<file path="config.mk">
export PLATFORM = sky130hd
export DESIGN_NAME = sb_rx_deframer
export DESIGN_NICKNAME = d
export VERILOG_FILES = /design/src/rtl/sb_pkg.sv /design/src/rtl/sb_uart_rx.sv /design/src/rtl/sb_rx_deframer.sv
export SDC_FILE = /design/constraint.sdc
export NUM_CORES = 1
export LEC_CHECK = 0
export ABC_AREA = 1
export CAP_MARGIN = 40
export CORE_MARGIN = 5
export CORE_UTILIZATION = 52
export DETAILED_ROUTE_END_ITERATION = 16
export GPL_TIMING_DRIVEN = 0
export HOLD_SLACK_MARGIN = 0.15
export PLACE_DENSITY = 0.75
export SLEW_MARGIN = 30
export SYNTH_ARGS = -nofsm -noshare
export SYNTH_HDL_FRONTEND = slang
export SYNTH_SLANG_ARGS = --single-unit
</file>
<file path="constraint.sdc">
create_clock -name sb_clk -period 1.66 [get_ports sb_clk]
set_input_delay 0.332 -clock sb_clk [delete_from_list [all_inputs] [get_ports sb_clk]]
set_output_delay 0.332 -clock sb_clk [all_outputs]
set_load 0.01 [all_outputs]
</file>
<file path="src/rtl/sb_pkg.sv">
`timescale 1ns/1ps
// Shared constants, state encodings and defaults for the sideband receive path.
package sb_pkg;

  localparam logic [7:0] DLE = 8'hFE;
  localparam logic [7:0] STX = 8'h05;
  localparam logic [7:0] ETX = 8'h40;

  localparam int MAX_AT_BYTES_DEF = 16;

  typedef enum logic [2:0] {
    IDLE,
    GOT_DLE,
    LT_CLSE,
    LT_DLE,
    LT_ETX,
    AT_DATA,
    AT_DLE
  } dfr_state_t;

  typedef enum logic [1:0] {
    RX_IDLE,
    RX_DATA,
    RX_STOP,
    RX_WAIT
  } rx_state_t;

endpackage

</file>
<file path="src/rtl/sb_uart_rx.sv">
`timescale 1ns/1ps
// One-sample-per-bit byte receiver for the sideband line (start, 8 data LSB first, stop).
module sb_uart_rx
  import sb_pkg::*;
(
  input  logic       sb_clk,
  input  logic       rst,
  input  logic       sbrx,
  output logic [7:0] byte_data,
  output logic       byte_valid,
  output logic       framing_err
);

  rx_state_t  state_reg, state_next;
  logic [2:0] bit_cnt_reg, bit_cnt_next;
  logic [7:0] shift_reg, shift_next;
  logic [7:0] data_next;
  logic       pend_valid_reg, pend_valid_next;
  logic       pend_ferr_reg, pend_ferr_next;

  always_comb begin
    state_next      = state_reg;
    bit_cnt_next    = bit_cnt_reg;
    shift_next      = shift_reg;
    data_next       = byte_data;
    pend_valid_next = 1'b0;
    pend_ferr_next  = 1'b0;
    case (state_reg)
      RX_IDLE: begin
        if (!sbrx) begin
          state_next   = RX_DATA;
          bit_cnt_next = 3'd0;
        end
      end
      RX_DATA: begin
        shift_next   = {sbrx, shift_reg[7:1]};
        bit_cnt_next = bit_cnt_reg + 3'd1;
        if (bit_cnt_reg == 3'd7) state_next = RX_STOP;
      end
      RX_STOP: begin
        if (sbrx) begin
          pend_valid_next = 1'b1;
          data_next       = shift_reg;
          state_next      = RX_IDLE;
        end else begin
          // A low stop bit may be a break; do not rearm until the line idles.
          pend_ferr_next = 1'b1;
          state_next     = RX_WAIT;
        end
      end
      RX_WAIT: begin
        if (sbrx) state_next = RX_IDLE;
      end
      default: state_next = RX_IDLE;
    endcase
  end

  always_ff @(posedge sb_clk) begin
    if (rst) begin
      state_reg      <= RX_IDLE;
      bit_cnt_reg    <= 3'd0;
      shift_reg      <= 8'h00;
      byte_data      <= 8'h00;
      pend_valid_reg <= 1'b0;
      pend_ferr_reg  <= 1'b0;
      byte_valid     <= 1'b0;
      framing_err    <= 1'b0;
    end else begin
      state_reg      <= state_next;
      bit_cnt_reg    <= bit_cnt_next;
      shift_reg      <= shift_next;
      byte_data      <= data_next;
      pend_valid_reg <= pend_valid_next;
      pend_ferr_reg  <= pend_ferr_next;
      byte_valid     <= pend_valid_reg;
      framing_err    <= pend_ferr_reg;
    end
  end

endmodule

</file>
<file path="src/rtl/sb_rx_deframer.sv">
`timescale 1ns/1ps
// Sideband receive deframer: splits the byte stream into LT symbol transactions and
// DLE-stuffed AT payload frames, emitted through a one-byte holding register.
module sb_rx_deframer
  import sb_pkg::*;
#(
  parameter int MAX_AT_BYTES = MAX_AT_BYTES_DEF
) (
  input  logic       sb_clk,
  input  logic       rst,
  input  logic       sbrx,
  output logic       lt_valid,
  output logic [7:0] lt_lse,
  output logic       lt_err,
  output logic [7:0] at_data,
  output logic       at_valid,
  output logic       at_sop,
  output logic       at_eop,
  output logic       at_err
);

  localparam int               CNT_W     = $clog2(MAX_AT_BYTES + 2);
  localparam logic [CNT_W-1:0] CNT_LIMIT = CNT_W'(MAX_AT_BYTES);
  localparam logic [CNT_W-1:0] CNT_SAT   = '1;

  logic [7:0] byte_data;
  logic       byte_valid;
  logic       framing_err;

  sb_uart_rx u_rx (
    .sb_clk     (sb_clk),
    .rst        (rst),
    .sbrx       (sbrx),
    .byte_data  (byte_data),
    .byte_valid (byte_valid),
    .framing_err(framing_err)
  );

  dfr_state_t       state_reg, state_next;
  logic [7:0]       cand_reg, cand_next;
  logic [7:0]       hold_reg, hold_next;
  logic             hold_valid_reg, hold_valid_next;
  logic             first_reg, first_next;
  logic [CNT_W-1:0] cnt_reg, cnt_next, cnt_inc;
  logic             payload;
  logic [7:0]       pay_byte;
  logic             lt_valid_next, lt_err_next, at_valid_next;
  logic             at_sop_next, at_eop_next, at_err_next;
  logic [7:0]       lt_lse_next, at_data_next;

  always_comb begin
    state_next      = state_reg;
    cand_next       = cand_reg;
    hold_next       = hold_reg;
    hold_valid_next = hold_valid_reg;
    first_next      = first_reg;
    cnt_next        = cnt_reg;
    cnt_inc         = (cnt_reg == CNT_SAT) ? cnt_reg : cnt_reg + 1'b1;
    payload         = 1'b0;
    pay_byte        = byte_data;
    lt_valid_next   = 1'b0;
    lt_lse_next     = lt_lse;
    lt_err_next     = 1'b0;
    at_data_next    = at_data;
    at_valid_next   = 1'b0;
    at_sop_next     = 1'b0;
    at_eop_next     = 1'b0;
    at_err_next     = 1'b0;

    if (framing_err) begin
      if (state_reg == AT_DATA || state_reg == AT_DLE) at_err_next = 1'b1;
      else if (state_reg != IDLE)                      lt_err_next = 1'b1;
      state_next = IDLE;
    end else if (byte_valid) begin
      case (state_reg)
        IDLE: if (byte_data == DLE) state_next = GOT_DLE;
        GOT_DLE: begin
          if (byte_data == STX) begin
            state_next      = AT_DATA;
            hold_valid_next = 1'b0;
            first_next      = 1'b1;
            cnt_next        = '0;
          end else if (byte_data == ETX) begin
            state_next = IDLE;
          end else if (byte_data != DLE) begin
            cand_next  = byte_data;
            state_next = LT_CLSE;
          end
        end
        LT_CLSE: begin
          state_next = (byte_data == ~cand_reg) ? LT_DLE : IDLE;
          lt_err_next = (byte_data != ~cand_reg);
        end
        LT_DLE: begin
          state_next  = (byte_data == DLE) ? LT_ETX : IDLE;
          lt_err_next = (byte_data != DLE);
        end
        LT_ETX: begin
          state_next = IDLE;
          if (byte_data == ETX) begin
            lt_valid_next = 1'b1;
            lt_lse_next   = cand_reg;
          end else begin
            lt_err_next = 1'b1;
          end
        end
        AT_DATA: begin
          if (byte_data == DLE) state_next = AT_DLE;
          else                  payload    = 1'b1;
        end
        AT_DLE: begin
          if (byte_data == DLE) begin
            payload    = 1'b1;
            pay_byte   = DLE;
            state_next = AT_DATA;
          end else if (byte_data == ETX) begin
            state_next = IDLE;
            if (hold_valid_reg) begin
              at_valid_next = 1'b1;
              at_data_next  = hold_reg;
              at_sop_next   = first_reg;
              at_eop_next   = 1'b1;
            end else begin
              at_err_next = 1'b1;
            end
          end else begin
            at_err_next = 1'b1;
            state_next  = IDLE;
          end
        end
        default: state_next = IDLE;
      endcase

      // The held byte goes out only once a successor proves it is not the last one.
      if (payload) begin
        cnt_next = cnt_inc;
        if (cnt_inc > CNT_LIMIT) begin
          at_err_next = 1'b1;
          state_next  = IDLE;
        end else begin
          if (hold_valid_reg) begin
            at_valid_next = 1'b1;
            at_data_next  = hold_reg;
            at_sop_next   = first_reg;
            first_next    = 1'b0;
          end
          hold_next       = pay_byte;
          hold_valid_next = 1'b1;
        end
      end
    end
  end

  always_ff @(posedge sb_clk) begin
    if (rst) begin
      state_reg      <= IDLE;
      cand_reg       <= 8'h00;
      hold_reg       <= 8'h00;
      hold_valid_reg <= 1'b0;
      first_reg      <= 1'b0;
      cnt_reg        <= '0;
      lt_valid       <= 1'b0;
      lt_lse         <= 8'h00;
      lt_err         <= 1'b0;
      at_data        <= 8'h00;
      at_valid       <= 1'b0;
      at_sop         <= 1'b0;
      at_eop         <= 1'b0;
      at_err         <= 1'b0;
    end else begin
      state_reg      <= state_next;
      cand_reg       <= cand_next;
      hold_reg       <= hold_next;
      hold_valid_reg <= hold_valid_next;
      first_reg      <= first_next;
      cnt_reg        <= cnt_next;
      lt_valid       <= lt_valid_next;
      lt_lse         <= lt_lse_next;
      lt_err         <= lt_err_next;
      at_data        <= at_data_next;
      at_valid       <= at_valid_next;
      at_sop         <= at_sop_next;
      at_eop         <= at_eop_next;
      at_err         <= at_err_next;
    end
  end

endmodule

</file>
==> results.yml <==
worst_setup_path:
  cpLargestDelayFamily: "simple AND/OR/NAND/NOR gates"
  cp_data_required_time_ps: 1860
  rr_endpoint: "at_data[1]"
  cp_cell_sequence: "nand2_4 > nor3_4 > nand2_4 > o21ai_4 > buf_6 > buf_6 > nand4_1 > nand2_1 > inv_1 > nand2_2 > a21oi_2"
  critPathLaunchType: "register"
  regToRegSetupSlack_ps: -140
  cp-endpoint: "at_data[1]"
  crit_slowest_cell: "dfxtp_4"
  worstSetupPathType: "register to register"
  cp_data_arrival_time_ps: 1990
  end_kind: "register"
  path_buf_inv: 3
  reg2reg_depth: 11
  crit_path_max_fanout: 6
  critical_path.reg2reg.startpoint: "u_rx.byte_data[4]"
  cp.depth: 11
  cp_slowest_stage_delay_ps: 410
  crit_start: "u_rx.byte_data[4]"
sta:
  min_period_ps: 1800
  skew_ps: 5.54
  max_freq_ghz: 0.556
  drv_slew: 0
  finalWorstSetupSlack_ps: -137
  rsz0062_at_grt: "yes"
  finalSetupViolations: 22
  worst_pin_slew_ps: 639
  slew_headroom_pct: 57.4
  hold_violations: 0
  fin_crit_sh_pct: 108
layout:
  finish.instance_area_mm2: 0.00429
  diodes: 0
  area_growth_pct: 32.2
  drive_above_1_share_pct: 22.9
  fin_nets: 517
  fillers: 438
synthesis:
  synth_top_area_cell: "dfxtp_1"
  yosysMostFrequentCell: "nand2_1"
  synthSimpleGateAreaFrac_pct: 25.7
  synth_area_mm2: 0.00325
  synth_xor_area_share_pct: 1.89
  yosysSeqAreaShare_pct: 45.0
  avgSynthCellArea_um2: 7.23
  yosys_warnings: 0
  synth_compound_area_share_pct: 16.3
  synth_top_family_by_area: "simple AND/OR/NAND/NOR gates"
  synthMuxAreaShare_pct: 0.617
  synth_nets: 455
  synth_seq_cells: 73
  synth.area.top_cells: "dfxtp_1 (45%), nand2_1 (8.9%), o21ai_0 (7.9%)"
  synth_edf_count: 0
  yosys-top-cells-count: "nand2_1 (77), dfxtp_1 (73), nor2_1 (66), inv_1 (57), o21ai_0 (51)"
  yosys_most_used_dff: "dfxtp_1"
  ys_types: 36
  async_flop_share_pct: 0
  netlist_instances: 449
  yosysTopAreaCellShare_pct: 45.0
  synthAdderAreaFrac_pct: 1.16
place:
  gp_congestion: 0.827
  port_buffers: 23
  dpl_cell_area_mm2: 0.00358
  dp_slack_ps: -410
  dpl.hpwl_mm: 5.35
global_routing:
  grt_pass1_vias: 3161
  antenna_found_initial: 0
  grt_max_degree: 12
  grt-ovfl-total: 0
  grt_pass1_wl_mm: 14.7
  gr-usage-all-layers_pct: 23.9
power_and_ir_drop:
  irDropWorstVdd_v: 0.000726
  comb_power_share_pct: 6.0
  total_power_mw: 3.18
  p_sw_share_pct: 25.2
  power_leakage_nw: 1.88
  clkPwrFrac_pct: 37.1
  internal_power_mw: 2.38
  pwr_density_cell_mw_per_mm2: 742
  sequentialPowerShare_pct: 56.9
  power_switching_mw: 0.803
floorplan:
  num_rows: 28
  dieArea_mm2: 0.00792
  core_area_mm2: 0.00599
  initial_core_util_pct: 54.2
  die_h_um: 89.0
  die_x_um: 89.0
  io_pins: 25
clock_network:
  cts.sinks: 73
  clockRootBuffer: "clkbuf_8"
  htreeDepth: 3
  cts_buffers: 9
  worstSkewPairLatency_ps: 340
  cts.path.max_buffers: 2
  tritoncts: "built"
  cts.clk_slew.worst_paths_ps: 70
  cts.hold.buffers_added: 0
drt:
  wire_per_inst_um: 15.5
  ant_nets: 0
  first_iter_violations: 322
  wl_mm: 9.15
  route.detailed.drc: 0
  vias_per_cell: 5.54
  first_pass_iters: 5
  vias: 3277
run_status:
  status: "complete, but fails checks"
  violations: "setup timing"
hold_path:
  hold_path.class: "register to register"
flow_run:
  cap_violations: 0
how the worst min path moves through the flow:
stage,from,slack [ps],to,cells after the start
after floorplan,u_rx.pend_valid_reg,390,u_rx.byte_valid,2
after global placement,u_rx.pend_ferr_reg,390,u_rx.framing_err,2
after detailed placement,u_rx.pend_valid_reg,400,u_rx.byte_valid,2
after CTS,u_rx.pend_valid_reg,410,u_rx.byte_valid,2
after global routing,u_rx.pend_valid_reg,420,u_rx.byte_valid,2
final,u_rx.pend_valid_reg,410,u_rx.byte_valid,2
layer usage:
metal | share of wire, % | vias to the layer above | global-route usage, %
met3 | 5.9 | 45 | 3.41
met5 | 0 | - | 0
met4 | 4.1 | 0 | 11.1
met2 | 48 | 137 | 40.0
met1 | 42 | 1507 | 30.4
li1 | - | 1588 | -
cells in the final DEF, fill, tap and decap left out, types with 11 or more instances in the layout:
| cell type | synthesis | routed |
|---|---|---|
| nand2_1 | 77 | 63 |
| nor2_1 | 66 | 60 |
| dfxtp_1 | 73 | 58 |
| inv_1 | 57 | 51 |
| o21ai_0 | 51 | 45 |
| a21oi_1 | 40 | 36 |
| clkdlybuf4s50_1 | 0 | 23 |
| buf_4 | 0 | 20 |
| nand3_1 | 19 | 14 |
| buf_6 | 2 | 11 |
| clkbuf_1 | 7 | 11 |
power groups by stage:
stage | Sequential (mW) | Clock (mW) | Combinational [mW]
floorplan | 1.85 | 0 | 0.117
global placement | 1.86 | 0 | 0.154
detailed placement | 1.86 | 0 | 0.160
CTS | 1.81 | 1.19 | 0.182
global route | 1.82 | 1.29 | 0.218
finish | 1.81 | 1.18 | 0.192
area by class of cell:
| cell class | instances | area (um^2) | area share (%) |
|---|---|---|---|
| multi-input combinational | 305 | 1760 | 41.0 |
| sequential | 73 | 1510 | 35.1 |
| timing repair buffer | 50 | 459 | 10.7 |
| clock inverter | 3 | 17.5 | 0.408 |
| buffer | 13 | 90.1 | 2.10 |
| inverter | 59 | 228 | 5.31 |
| clock buffer | 13 | 139 | 3.24 |
| tap | 75 | 93.8 | 2.19 |
logic make-up after synthesis:
| logic type | Yosys count |
|---|---|
| AND/OR/NAND/NOR | 192 |
| flip-flops | 73 |
| XOR/XNOR | 7 |
| adder cells (fa/ha/maj) | 3 |
| AO/OA/AOI/OAI | 99 |
| multiplexers | 2 |
| buffers and inverters | 73 |
worst register-to-register path: cells and delay by family, from the launching register on:
family                 cells  cell delay (ps)
flip-flops                 1              410
AO/OA/AOI/OAI              2              250
buffers and inverters      3              330
AND/OR/NAND/NOR            6              660
timing repair:
item / in CTS / in global routing
pin swaps: 12 / 21
gates resized for setup: 61 / 46
gates cloned: 3 / 0
endpoints found under the setup margin: 45 / 44
setup buffers: 18 / 8
metrics by stage:
stage	setup TNS, ps	instances	util [%]	hold slack, ps
3_3_place_gp	-6760	547	59.7	391
2_1_floorplan	0	449	-	388
4_1_cts	-317	584	68.2	409
3_5_place_dp	-8300	547	59.7	399
5_1_grt	-3420	591	71.6	417
6_report	-1310	591	71.6	409
(Power assumes the default switching activity.)
